[src/rtl/div_clock_monitor.sv]
// div_clock_monitor: brings a divided clock into the clk domain, emits rise/fall strobes,
// measures half-periods and tracks lock. Optional glitch filter: DIVMON_GLITCH_FILTER_EN.
module div_clock_monitor #(
    parameter int CNT_W      = 8,
    parameter int HALF_MIN   = 5,
    parameter int HALF_MAX   = 7,
    parameter int LOCK_COUNT = 4
) (
    input  logic             clk,
    input  logic             rst,
    input  logic             div_in,
    output logic             rise_stb,
    output logic             fall_stb,
    output logic [CNT_W-1:0] half_len,
    output logic             len_valid,
    output logic             locked,
    output logic             err_stb
);
    localparam logic [CNT_W-1:0] CNT_MAX = '1;
    localparam int GW = (LOCK_COUNT < 1) ? 1 : $clog2(LOCK_COUNT + 1);

    typedef enum logic [1:0] {IDLE, ACQ, LOCKED} state_t;

    logic s1, s2, hist, lvl, edge_det;

`ifdef DIVMON_GLITCH_FILTER_EN
    logic f0, f1, filt;

    // 2 of the last 3 synchronised samples must agree before a level is accepted
    always_ff @(posedge clk) begin
        if (!rst) begin
            s1   <= 1'b0;
            s2   <= 1'b0;
            f0   <= 1'b0;
            f1   <= 1'b0;
            filt <= 1'b0;
            hist <= 1'b0;
        end else begin
            s1   <= div_in;
            s2   <= s1;
            f0   <= s2;
            f1   <= f0;
            filt <= (s2 & f0) | (s2 & f1) | (f0 & f1);
            hist <= filt;
        end
    end

    assign lvl = filt;
`else
    always_ff @(posedge clk) begin
        if (!rst) begin
            s1   <= 1'b0;
            s2   <= 1'b0;
            hist <= 1'b0;
        end else begin
            s1   <= div_in;
            s2   <= s1;
            hist <= s2;
        end
    end

    assign lvl = s2;
`endif

    assign edge_det = lvl ^ hist;

    state_t           state, state_nx;
    logic [CNT_W-1:0] cnt, cnt_nx, len_new, half_len_nx;
    logic [GW-1:0]    good, good_nx;
    logic             legal, len_valid_nx, err_nx, locked_nx;

    always_comb begin
        state_nx     = state;
        good_nx      = good;
        half_len_nx  = half_len;
        len_valid_nx = 1'b0;
        err_nx       = 1'b0;
        len_new      = (cnt == CNT_MAX) ? CNT_MAX : cnt + 1'b1;
        cnt_nx       = len_new;
        legal        = (len_new >= CNT_W'(HALF_MIN)) && (len_new <= CNT_W'(HALF_MAX));

        if (edge_det) begin
            cnt_nx = '0;
            if (state != IDLE) begin
                half_len_nx  = len_new;
                len_valid_nx = 1'b1;
            end
            case (state)
                IDLE: begin
                    state_nx = ACQ;
                    good_nx  = '0;
                end
                ACQ: begin
                    if (legal) begin
                        good_nx = good + 1'b1;
                        if (good_nx == GW'(LOCK_COUNT))
                            state_nx = LOCKED;
                    end else begin
                        err_nx  = 1'b1;
                        good_nx = '0;
                    end
                end
                LOCKED: begin
                    if (!legal) begin
                        err_nx   = 1'b1;
                        good_nx  = '0;
                        state_nx = ACQ;
                    end
                end
                default: state_nx = IDLE;
            endcase
        end else if (state != IDLE && cnt == CNT_MAX - 1'b1) begin
            // Counter about to saturate with no edge: the source has stopped.
            // IDLE never times out, so this fires once until an edge re-arms it.
            err_nx   = 1'b1;
            good_nx  = '0;
            state_nx = IDLE;
        end

        // lock shows one cycle after the qualifying len_valid, but drops at once
        locked_nx = (state == LOCKED) && (state_nx == LOCKED);
    end

    always_ff @(posedge clk) begin
        if (!rst)
            state <= IDLE;
        else
            state <= state_nx;
    end

    always_ff @(posedge clk) begin
        if (!rst) begin
            cnt       <= '0;
            good      <= '0;
            half_len  <= '0;
            len_valid <= 1'b0;
            err_stb   <= 1'b0;
            locked    <= 1'b0;
            rise_stb  <= 1'b0;
            fall_stb  <= 1'b0;
        end else begin
            cnt       <= cnt_nx;
            good      <= good_nx;
            half_len  <= half_len_nx;
            len_valid <= len_valid_nx;
            err_stb   <= err_nx;
            locked    <= locked_nx;
            rise_stb  <= edge_det & lvl;
            fall_stb  <= edge_det & ~lvl;
        end
    end

endmodule

[config.mk]
export PLATFORM = sky130hd
export DESIGN_NAME = div_clock_monitor
export DESIGN_NICKNAME = d
export VERILOG_FILES = /design/src/rtl/div_clock_monitor.sv
export SDC_FILE = /design/constraint.sdc
export NUM_CORES = 1
export LEC_CHECK = 0
export ABC_CLOCK_PERIOD_IN_PS = 1940
export BUFFER_PORTS_ARGS = -buffer_cell sky130_fd_sc_hd__buf_2
export CAP_MARGIN = 20
export CORE_MARGIN = 5
export CORE_UTILIZATION = 45
export DETAILED_ROUTE_END_ITERATION = 16
export MAX_ROUTING_LAYER = met4
export PLACE_DENSITY = 0.67
export SLEW_MARGIN = 5
export SYNTH_ARGS = -nofsm -noshare
export SYNTH_HDL_FRONTEND = slang
export SYNTH_SLANG_ARGS = --single-unit
[constraint.sdc]
create_clock -name clk -period 1.94 [get_ports clk]
set_input_delay 0.388 -clock clk [delete_from_list [all_inputs] [get_ports clk]]
set_output_delay 0.388 -clock clk [all_outputs]
set_load 0.005 [all_outputs]
---- After elaboration in Yosys (flattened, before gate mapping) ----
Index checks and enable logic that the tools add are counted.
word-level totals
  register bits after elaboration ......... 29
  bits of input ports ..................... 3
  output and inout port bits .............. 13
  word-level logic and storage cells ...... 57
operators by class
  $add $sub $neg .......................... 2
  order comparisons ....................... 2
  equal/unequal tests ..................... 8
  muxes and demuxes ....................... 17
  bitwise operators ....................... 5
  reductions and logical operators ........ 11
operators with widths
  operator               number
  $eq A8 B8 Y1 const B   2
  $mux W3                4
  $mux W2                5
  $pmux W3 S3            1
  $add A8 B1 Y8 const B  1
  $ge A8 B3 Y1 const B   1
  $le A8 B3 Y1 const B   1
  $mux W8                1
  $pmux W2 S3            1
  $mux W1                5
  $eq A2 B2 Y1 const B   2
  $ne A4 B1 Y1 const B   1
  $reduce_and A2 Y1      2
  $reduce_bool A2 Y1     2
  $reduce_or A2 Y1       2
  $add A3 B1 Y3 const B  1
  $eq A3 B3 Y1 const B   1
  $logic_and A1 B1 Y1    3
  $ne A3 B3 Y1 const B   1
  $reduce_and A3 Y1      1
  $and A1 B1 Y1          2
  $eq A2 B1 Y1 const B   1
  $logic_not A2 Y1       1
  $not A1 Y1             2
  $xor A1 B1 Y1          1

---- Logic depth before layout (Yosys ltp) ----
Gate-level depths: netlist (run 1).
  depth in word-level cells ............... 9
  gate-level depth with buffers ........... 9
  depth with buffers taken out ............ 7

---- Worst setup path after synthesis (run 1) ----
Ideal clock, no wire load.
  kind .................................... reg-to-reg
  start ................................... register cnt[0]
  end ..................................... register locked
  setup time .............................. 88 ps
  data arrival time ....................... 2033 ps
  path slack .............................. -181 ps
  stages on the path, launching flop included .. 8
  path buffers ............................ 1
  period minus slack after synthesis ...... 2121 ps
  cell sequence ........................... dfxtp_1 clkbuf_2 inv_1 ha_1 nor4b_1 o32ai_2 o32a_1 nor4_2
between the ends
  cells in the longest elaborated chain, start to end .. 9
  elaborated cells on any way between the ends .. 15
  classes of those cells .................. 1 x add/sub; 2 x order compare; 3 x eq/ne; 6 x mux; 3 x reduce/logical
ends and longest elaborated chain
  item                                                  RTL line  source
  start, declared                                       68        logic [CNT_W-1:0] cnt, cnt_nx, len_new, half_len_nx;
  start signal, assigned                                142       cnt <= cnt_nx;
  $add A8 B1 Y8 / $eq A8 B8 Y1 (equally long branches)  78        len_new = (cnt == CNT_MAX) ? CNT_MAX : cnt + 1'b1;
  $mux W8                                               78
  $ge A8 B3 Y1 / $le A8 B3 Y1 (equally long branches)   80        legal = (len_new >= CNT_W'(HALF_MIN)) && (len_new <= CNT_W'(HALF_MAX));
  $logic_and A1 B1 Y1                                   80
  $mux W2 (on tied branches)                            104, 94
  $pmux W2 S3                                           88        case (state)
  $mux W2 (*)                                           82        if (edge_det) begin
  $eq A2 B2 Y1 (*)                                      121       locked_nx = (state == LOCKED) && (state_nx == LOCKED);
  $logic_and A1 B1 Y1 (*)                               121
  end signal, assigned                                  147       locked <= locked_nx;
  end, declared                                         16        output logic locked,
Every way passes the cells marked *; elsewhere a longest branch is shown, timed or not.
A chain may end at the register's enable or synchronous reset.

---- Worst setup path after layout (run 1) ----
  start ................................... register cnt[1]
  end ..................................... register locked
Same word-level chain as after synthesis.

==> metrics.md, run 1 <==
| Metric | Value |
|---|---|
| Hold slack | `approximately 0.28 ns` |
| YS warnings | `0` |
| DRC | `0` |
| CTS buffer count | `5` |
| Fin. max-slew vios | `0` |
| Global-route wire length before repair | `5870 um` |
| Drt pass-1 iters | `4` |
| Slew @ Worst Pin | `0.472 ns` |
| Post-layout nets | `between 200 and 250` |
| Number of global-route vias before repair | `1299` |
| I/O pins | `16` |
| Worst r2r src | `cnt[1]` |
| Initial antenna violation count | `0` |
| Worst rel slew slack | `0.686` |
| Critical-path maximum fanout | `6` |
| Worst vdd ir | `roughly 0.00035 V` |
| Post-synth ARST share | `0` |
| Die Width | `67.0 um` |
| Largest net degree at the start of global routing | `13` |
| Post-Syn Area per Cell | `8.97 um2` |
| Antenna-violating nets left | `0` |
| Num rows | `20` |
| Status | `complete, but fails checks` |
| Die area | `around 4500 um2` |
| Wire length per cell | `approximately 15 um` |
| Max-cap viol count | `0` |
| Layout cells sized above 1 | `0.362` |
| CP arrival | `~2.3 ns` |
| Core area | `just over 3000 um2` |
| Final Skew | `between 0.007 and 0.008 ns` |
| Top FF cell, synth | `dfxtp_1` |
| Hold_buf cts | `0` |
| Kind of critical path | `flip-flop to flip-flop` |
| CTS tree | `yes` |
| Fmax | `approximately 480 MHz` |
| Sink Count | `29` |
| Mapped cell area | `between 1000 and 1500 um2` |
| Final Hold Violating Endpoints | `0` |
| RSZ-0062 raised after global routing | `yes` |
| EDFF count, synth | `0` |
| Yosys reg bits | `29` |
| Clock Tree Root | `clkbuf_4` |
| Commonest non-fill, non-tap cell in the layout | `buf_4` |
| Initial drt markers | `78` |
| Worst Setup SP | `cnt[1]` |
| CP endpoint kind | `flip-flop` |
| Filler Cell Count | `roughly 260` |
| CP Data Required Time | `2.18 ns` |
| Tmin final | `2.07 ns` |
| HP Class | `input port to flip-flop` |
| Most frequent cells in the layout | `27 x buf_4, 26 x dfxtp_1, 18 x nor2_1` |
| Placed inst area | `1760 um2` |
| Ant. Diodes | `0` |
| Die Ht | `~67 um` |
| Post-synthesis cell type count | `44` |
| Finished Cell Area | `between 2000 and 2500 um2` |
| Overall Global Routing Usage | `0.178` |
| TNS Setup | `-0.286 ns` |
| Vias | `between 1000 and 1500` |
| DR vias/cell | `~5.5` |
| Final core occ | `0.650` |
| Failing checks | `setup timing` |
| Bufs on Longest Clock Path | `2` |
| Initial Utilization | `0.475` |
| Max H-tree Level | `2` |
| Grt total ovfl | `0` |
| Leak | `approximately 0.8 nW` |
| Hold Crit Start | `div_in` |
| Sequential fraction of the synthesis area | `0.397` |
| Port Buffer Count | `15` |
| Worst setup margin | `-0.130 ns` |
| Post-Synthesis Cells | `approximately 160` |
| Hpwl dp | `2440 um` |
| Clk_lat worst skew | `about 0.33 ns` |
| Routed wire length | `roughly 3700 um` |
| RD Place Congestion | `~0.94` |
| Clock Pin Slew Worst Setup and Hold Paths | `~0.090 ns` |
| CP startpoint kind | `flip-flop` |
| Layout area overhead | `36.8%` |
| Pwr Density | `roughly 610 nW/um2` |
| Tcrit/Tclk final | `1.07` |
| Setup-failing EPs final | `6` |
| Post-Syn Nets | `176` |
[flip-flops by register name (all words and copies together), names as in the netlist]
register and flops:
cnt 8, err_stb 1, fall_stb 1, good 3, half_len 8, hist 1
len_valid 1, locked 1, lvl 1, rise_stb 1, s1 1, state 2
[where the power goes]
| part | internal [mW] | switching [mW] |
|---|---|---|
| sequential | 0.609 | 0.0119 |
| clock | 0.210 | 0.210 |
| combinational | 0.0918 | 0.0956 |
[worst max-delay path, stage by stage, from the launching register on]
cell and delay, ns:
dfxtp_4 0.37, buf_4 0.13, and4_1 0.25, a21oi_1 0.43
o32ai_4 0.24, o32a_1 0.37, nor4_2 0.20
[stage by stage]
step / worst slack, ns / total power [mW] / std cells
floorplan: 0.00379 / 0.714 / 163
finish: -0.130 / 1.23 / 251
global route: -0.233 / 1.29 / 251
detailed placement: -0.195 / 0.770 / 238
CTS: -0.0973 / 1.21 / 249
global placement: -0.0394 / 0.765 / 238
[path summary, 6_finish.rpt]
kind | endpoint | slack [ns] | cells past startpoint
worst max register to register | locked | -0.13 | 6
worst min register to register | lvl | 0.44 | 1
worst min-delay path | s1 | 0.28 | 2
worst max-delay path | locked | -0.13 | 6
[cells in the mapped netlist (all sizes together) (2+ instances only)]
| master | instances | area share |
|---|---|---|
| dfxtp | 29 | 0.40 |
| nor2 | 18 | 0.046 |
| ha | 10 | 0.086 |
| a21oi | 9 | 0.031 |
| inv | 8 | 0.021 |
| a31oi | 6 | 0.026 |
| nand2 | 6 | 0.015 |
| o21ai | 6 | 0.021 |
| a211oi | 5 | 0.029 |
| and2 | 5 | 0.021 |
| clkbuf | 5 | 0.014 |
| nand3 | 5 | 0.017 |
| a311oi | 3 | 0.018 |
| and3 | 3 | 0.013 |
| buf | 3 | 0.012 |
| nand4 | 3 | 0.013 |
| nor2b | 3 | 0.013 |
| nor3 | 3 | 0.010 |
| o21a | 3 | 0.015 |
| o32a | 3 | 0.021 |
| xor2 | 3 | 0.018 |
| and4 | 2 | 0.012 |
| nor4 | 2 | 0.013 |
| o2bb2ai | 2 | 0.012 |
| o41ai | 2 | 0.012 |
| or3 | 2 | 0.0086 |
[what timing repair did]
item / in CTS / in global routing
buffers inserted: 3 / 2
endpoints found under the hold margin: 0 / 0
setup endpoints to repair: 6 / 7
cloned: 0 / 0
pin swaps: 6 / 3
resized for setup: 14 / 14
[layout make-up]
type | count | area [um2] | area share
Tap cell | 44 | 55.1 | 0.0275
Timing Repair Buffer | 44 | 300 | 0.150
Inverter | 8 | 30.0 | 0.0150
Clock inverter | 1 | 5.00 | 0.00250
Sequential cell | 29 | 587 | 0.293
Multi-Input combinational cell | 118 | 958 | 0.479
Clock buffer | 7 | 65.1 | 0.0325
[metal layers]
layer,up-vias,part of all wire,global-route usage
li1,688,-,-
met1,660,0.44,0.209
met2,31,0.50,0.288
met3,6,0.041,0.0506
met4,0,0.012,0.0608
met5,-,0,-
[logic make-up (layout without fill, tap and decap cells)]
kind of cell	Yosys count	count (layout)	synth area share
compound gates	44	44	0.220
xor+xnor	3	3	0.0180
fa+ha+maj	10	10	0.0855
buf+inv	16	60	0.0462
flops	29	29	0.397
mux	1	1	0.00770
simple gates	60	60	0.226
No activity file was read; power rests on OpenSTA's default activity.
==> run 2, diff against run 1 <==
CORE_ASPECT_RATIO = 1.2   (was not set)
==> metrics.md, run 2 (synthesis results as in run 1) <==
| Metric | Value |
|---|---|
| Post-layout nets | `217 (was 219)` |
| CP Data Required Time | `2.18 ns (about the same)` |
| Met2 GRT Util | `0.273 (was 0.288)` |
| Status | `complete, but fails checks (unchanged)` |
| Core area | `3110 um2 (was 3080 um2)` |
| Clock Tree Root | `clkbuf_4 (unchanged)` |
| CTS buffer count | `5 (unchanged)` |
| Most frequent cells in the layout | `27 x buf_4, 26 x dfxtp_1, 18 x nor2_1 (unchanged)` |
| Crit path max-delay family | `compound AO/OA/AOI/OAI gates (unchanged)` |
| Final Hold Violating Endpoints | `0 (unchanged)` |
| Routed wire length | `3430 um (was 3690 um)` |
| Filler Cell Count | `285 (was 259)` |
| CP arrival | `2.24 ns (was 2.31 ns)` |
| Initial Utilization | `0.470 (was 0.475)` |
| Slowest CP cell | `or3b_4 (was a21oi_1)` |
| Port Buffer Count | `15 (unchanged)` |
| Critical-path maximum fanout | `8 (was 6)` |
| Commonest non-fill, non-tap cell in the layout | `buf_4 (unchanged)` |
| Max-cap viol count | `0 (unchanged)` |
| Die Ht | `72.5 um (was 67.0 um)` |
| CP endpoint kind | `flip-flop (unchanged)` |
| Number of global-route vias before repair | `1286 (was 1299)` |
| Initial drt markers | `78 (unchanged)` |
| Drt pass-1 iters | `4 (unchanged)` |
| Fin. max-slew vios | `0 (unchanged)` |
| Vias | `1383 (was 1385)` |
| Max H-tree Level | `2 (unchanged)` |
| RD Place Congestion | `0.892 (was 0.940)` |
| Global-route wire length before repair | `5620 um (was 5870 um)` |
| Tmin final | `2.00 ns (was 2.07 ns)` |
| Bufs on Longest Clock Path | `2 (unchanged)` |
| Worst rel slew slack | `0.725 (was 0.686)` |
| Final Skew | `0.00520 ns (was 0.00702 ns)` |
| TNS Setup | `-0.139 ns (was -0.286 ns)` |
| HP Class | `input port to flip-flop (unchanged)` |
| Worst-path cell chain | `ha_4, or3b_4, a211oi_4, o32ai_4, o32a_1, nor4_2 (was buf_4, and4_1, a21oi_1, o32ai_4, o32a_1, nor4_2)` |
| Finished Cell Area | `1910 um2 (was 2000 um2)` |
| CTS tree | `yes (unchanged)` |
| Met1 usage | `0.196 (was 0.209)` |
| Overall Global Routing Usage | `0.172 (was 0.178)` |
| I/O pins | `16 (unchanged)` |
| Hold slack | `0.271 ns (was 0.279 ns)` |
| Leak | `0.780 nW (was 0.813 nW)` |
| Post-placement cell count | `232 (was 238)` |
| Hold_buf cts | `0 (unchanged)` |
| Met3 usage | `0.0498 (was 0.0506)` |
| Biggest regs | `cnt x8, half_len x8, good x3 (unchanged)` |
| Slew @ Worst Pin | `0.411 ns (was 0.472 ns)` |
| Initial antenna violation count | `0 (unchanged)` |
| Gr busiest metal | `met2 (unchanged)` |
| Die Width | `62.0 um (was 67.0 um)` |
| Failing checks | `setup timing (unchanged)` |
| Antenna-violating nets left | `0 (unchanged)` |
| Sink Count | `29 (unchanged)` |
| Pwr Density | `621 nW/um2 (was 614 nW/um2)` |
| DRC | `0 (unchanged)` |
| Num rows | `22 (was 20)` |
| Placed inst area | `1760 um2 (about the same)` |
| Fmax | `501 MHz (was 483 MHz)` |
| Wire length per cell | `14.2 um (was 14.7 um)` |
| Clk_lat worst skew | `0.32 ns (was 0.33 ns)` |
| Setup-failing EPs final | `4 (was 6)` |
| Layout Cells excl Fill | `241 (was 251)` |
| Worst vdd ir | `0.000566 V (was 0.000345 V)` |
| Die area | `4500 um2 (was 4490 um2)` |
| Layout cells sized above 1 | `0.322 (was 0.362)` |
| Ant. Diodes | `0 (unchanged)` |
| Buf/Inv on CP | `0 (was 1)` |
| Layout area overhead | `30.6% (was 36.8%)` |
| Tcrit/Tclk final | `1.03 (was 1.07)` |
| Max incr delay on CP | `0.38 ns (was 0.43 ns)` |
| Worst setup margin | `-0.0565 ns (was -0.130 ns)` |
| CP startpoint kind | `flip-flop (unchanged)` |
| Largest net degree at the start of global routing | `13 (unchanged)` |
| RSZ-0062 raised after global routing | `yes (unchanged)` |
| DR vias/cell | `5.74 (was 5.52)` |
| Final core occ | `0.614 (was 0.650)` |
| Clock Pin Slew Worst Setup and Hold Paths | `0.09 ns (about the same)` |
| Grt total ovfl | `0 (unchanged)` |
| Hpwl dp | `2520 um (was 2440 um)` |
| Kind of critical path | `flip-flop to flip-flop (unchanged)` |
[run 2: routing by layer]
layer  up-vias  share of wire
met5         -              0
met4         0          0.021
met3         7          0.043
met2        31           0.53
met1       664           0.41
li1        681              -
[run 2: repair_timing]
| action | 4_1_cts | 5_1_grt |
|---|---|---|
| endpoints found under the setup margin | 3 | 7 |
| gates resized for setup | 1 | 13 |
| setup buffers | 0 | 1 |
| pin swaps | 0 | 9 |
[run 2: cell type report]
cell class                      count  area (um2)  area share
Timing Repair Buffer               42         278       0.145
Sequential cell                    29         587       0.307
Clock inverter                      1        5.00     0.00262
Multi-Input combinational cell    118         901       0.472
Tap cell                           36        45.0      0.0236
Clock buffer                        7        65.1      0.0341
Inverter                            8        30.0      0.0157
[run 2: worst register-to-register path: cells and delay by family (launching register included)]
family                   cells  cell delay, ns
AO/OA/AOI/OAI                3            0.79
adder cells (fa/ha/maj)      1            0.18
AND/OR/NAND/NOR              2            0.58
flip-flops                   1            0.37
[run 2: path summary, 6_finish.rpt]
kind | from | end | slack, ns | cells after the start
setup / recovery | cnt[0] | locked | -0.06 | 6
hold / removal | div_in | s1 | 0.27 | 2
setup reg to reg | cnt[0] | locked | -0.06 | 6
hold reg to reg | s1 | lvl | 0.44 | 1
[run 2: per-stage QoR]
step                worst slack (ns)  power (mW)
CTS                          -0.0777        1.18
detailed placement           -0.0802       0.769
global placement             -0.0278       0.765
floorplan                    0.00379       0.714
global route                  -0.157        1.25
finish                       -0.0565        1.19
[run 2: where the power goes]
group,switching [mW],internal [mW]
clock network,0.203,0.210
logic,0.0821,0.0721
registers,0.0110,0.609
total,0.296,0.891
==> run 3, diff against run 2 <==
ABC_CLOCK_PERIOD_IN_PS = 2000   (was 1940)
CORE_ASPECT_RATIO = 0.5   (was 1.2)
GPL_ROUTABILITY_DRIVEN = 0   (was not set)
PLACE_DENSITY = 0.65   (was 0.67)
clock period = 2 ns   (was 1.94 ns; I/O delays follow)
==> metrics.md, run 3 (synthesis results as in run 1) <==
| Metric | Value |
|---|---|
| Drt pass-1 iters | `4 (unchanged)` |
| CP startpoint kind | `flip-flop (unchanged)` |
| Tcrit/Tclk final | `1.03 (about the same)` |
| FF+latch area | `584 um2 (was 587 um2)` |
| Grt total ovfl | `0 (unchanged)` |
| CTS tree | `yes (unchanged)` |
| Layout cells sized above 1 | `0.341 (was 0.322)` |
| Global-route wire length before repair | `5800 um (was 5620 um)` |
| Max H-tree Level | `2 (unchanged)` |
| Kind of critical path | `flip-flop to flip-flop (unchanged)` |
| Failing checks | `setup timing (unchanged)` |
| Hold_buf cts | `0 (unchanged)` |
| Setup-failing EPs final | `4 (unchanged)` |
| I/O pins | `16 (unchanged)` |
| Area of the multi-input gates | `932 um2 (was 901 um2)` |
| Worst vdd ir | `0.000472 V (was 0.000566 V)` |
| Total power | `1.40 mW (was 1.19 mW)` |
| Bufs on Longest Clock Path | `2 (unchanged)` |
| Wire length per cell | `14.3 um (was 14.2 um)` |
| Tmin final | `2.07 ns (was 2.00 ns)` |
| Die area | `4560 um2 (was 4500 um2)` |
| Number of global-route vias before repair | `1200 (was 1286)` |
| Hpwl dp | `2420 um (was 2520 um)` |
| Initial antenna violation count | `0 (unchanged)` |
| RSZ-0062 raised after global routing | `yes (unchanged)` |
| Clock Tree Root | `clkbuf_8 (was clkbuf_4)` |
| DR vias/cell | `5.44 (was 5.74)` |
| Switch share | `0.234 (was 0.249)` |
| Placed inst area | `1750 um2 (was 1760 um2)` |
| DRC | `0 (unchanged)` |
| Final Skew | `0.00781 ns (was 0.00520 ns)` |
| Initial Utilization | `0.477 (was 0.470)` |
| Clk_lat worst skew | `0.29 ns (was 0.32 ns)` |
| CP endpoint kind | `flip-flop (unchanged)` |
| Biggest regs | `cnt x8, half_len x8, good x3 (unchanged)` |
| Finished Cell Area | `1990 um2 (was 1910 um2)` |
| Core area | `3070 um2 (was 3110 um2)` |
| Overall Global Routing Usage | `0.166 (was 0.172)` |
| CTS buffer count | `5 (unchanged)` |
| Sequential power share | `0.431 (was 0.522)` |
| Clock network power share | `0.455 (was 0.348)` |
| CP arrival | `2.23 ns (was 2.24 ns)` |
| Pwr Density | `702 nW/um2 (was 621 nW/um2)` |
| Ant. Diodes | `0 (unchanged)` |
| Slew @ Worst Pin | `0.407 ns (was 0.411 ns)` |
| Hold slack | `0.316 ns (was 0.271 ns)` |
| Vias | `1333 (was 1383)` |
| Final Hold Violating Endpoints | `0 (unchanged)` |
| Routed wire length | `3500 um (was 3430 um)` |
| Fmax | `483 MHz (was 501 MHz)` |
| Clock Pin Slew Worst Setup and Hold Paths | `0.07 ns (was 0.09 ns)` |
| Status | `complete, but fails checks (unchanged)` |
| Max-cap viol count | `0 (unchanged)` |
| Port Buffer Count | `15 (unchanged)` |
| Initial drt markers | `35 (was 78)` |
| Most frequent cells in the layout | `26 x dfxtp_1, 26 x buf_4, 17 x nor2_1 (was 27 x buf_4, 26 x dfxtp_1, 18 x nor2_1)` |
| Internal power | `1.07 mW (was 0.891 mW)` |
| Die Width | `90.6 um (was 62.0 um)` |
| Fin. max-slew vios | `0 (unchanged)` |
| Antenna-violating nets left | `0 (unchanged)` |
| Sink Count | `29 (unchanged)` |
| Largest net degree at the start of global routing | `13 (unchanged)` |
| Layout area overhead | `36.4% (was 30.6%)` |
| Die Ht | `50.3 um (was 72.5 um)` |
| Filler Cell Count | `239 (was 285)` |
| Worst rel slew slack | `0.729 (was 0.725)` |
| HP Class | `input port to flip-flop (unchanged)` |
| Post-layout nets | `217 (unchanged)` |
| Combinational power share | `0.114 (was 0.130)` |
| CP Data Required Time | `2.16 ns (was 2.18 ns)` |
| Switching pwr | `0.327 mW (was 0.296 mW)` |
| Leak | `0.798 nW (was 0.780 nW)` |
| Num rows | `14 (was 22)` |
| Critical-path maximum fanout | `7 (was 8)` |
| Worst setup margin | `-0.0693 ns (was -0.0565 ns)` |
run 3: critical path, stage by stage, from the launching register on:
cell and delay (ns):
dfxtp_2 0.35, ha_4 0.19, or3b_4 0.39, a211oi_4 0.31, o32ai_4 0.17, buf_4 0.19
o41ai_4 0.22, o2bb2ai_1 0.12
run 3: final cells by class:
class	count	share of cell area
multi-input cells	118	0.467
flip-flops and latches	29	0.293
clock buffers	7	0.0433
clock inverters	1	0.0151
inverters	8	0.0151
well taps	40	0.0251
repair buffers	42	0.141
run 3: metal layers:
| metal | part of all wire | track usage |
|---|---|---|
| met1 | 0.50 | 0.218 |
| met2 | 0.44 | 0.237 |
| met3 | 0.043 | 0.0507 |
| met4 | 0.017 | 0.0693 |
| met5 | 0 | - |
run 3: power groups by stage:
stage / Combinational, mW / Clock [mW] / Sequential (mW)
after detailed placement: 0.134 / 0 / 0.612
after CTS: 0.140 / 0.649 / 0.601
final: 0.159 / 0.637 / 0.603
after global placement: 0.133 / 0 / 0.612
after floorplan: 0.0746 / 0 / 0.612
after global routing: 0.174 / 0.680 / 0.604
run 3: metrics by stage:
stage	utilization	setup TNS, ns	setup WS [ns]	std cells
floorplan	-	0	0.0370	163
global placement	0.572	-0.0105	-0.0105	236
detailed placement	0.572	-0.229	-0.0847	236
CTS	0.622	-0.00504	-0.00260	244
global route	0.651	-0.624	-0.174	245
finish	0.651	-0.152	-0.0693	245
run 3: worst paths after layout:
path	endpoint	depth (start not counted)	startpoint	slack (ns)
max reg2reg	state[0]	7	cnt[0]	-0.07
min	s1	2	div_in	0.32
max	state[0]	7	cnt[0]	-0.07
min reg2reg	lvl	1	s1	0.44
run 3: timing repair:
action                                 in CTS  in global routing
gates resized for setup                     6                 16
buffers inserted                            0                  1
pin swaps                                   2                 10
endpoints found under the hold margin       0                  0
setup endpoints to repair                   4                  7
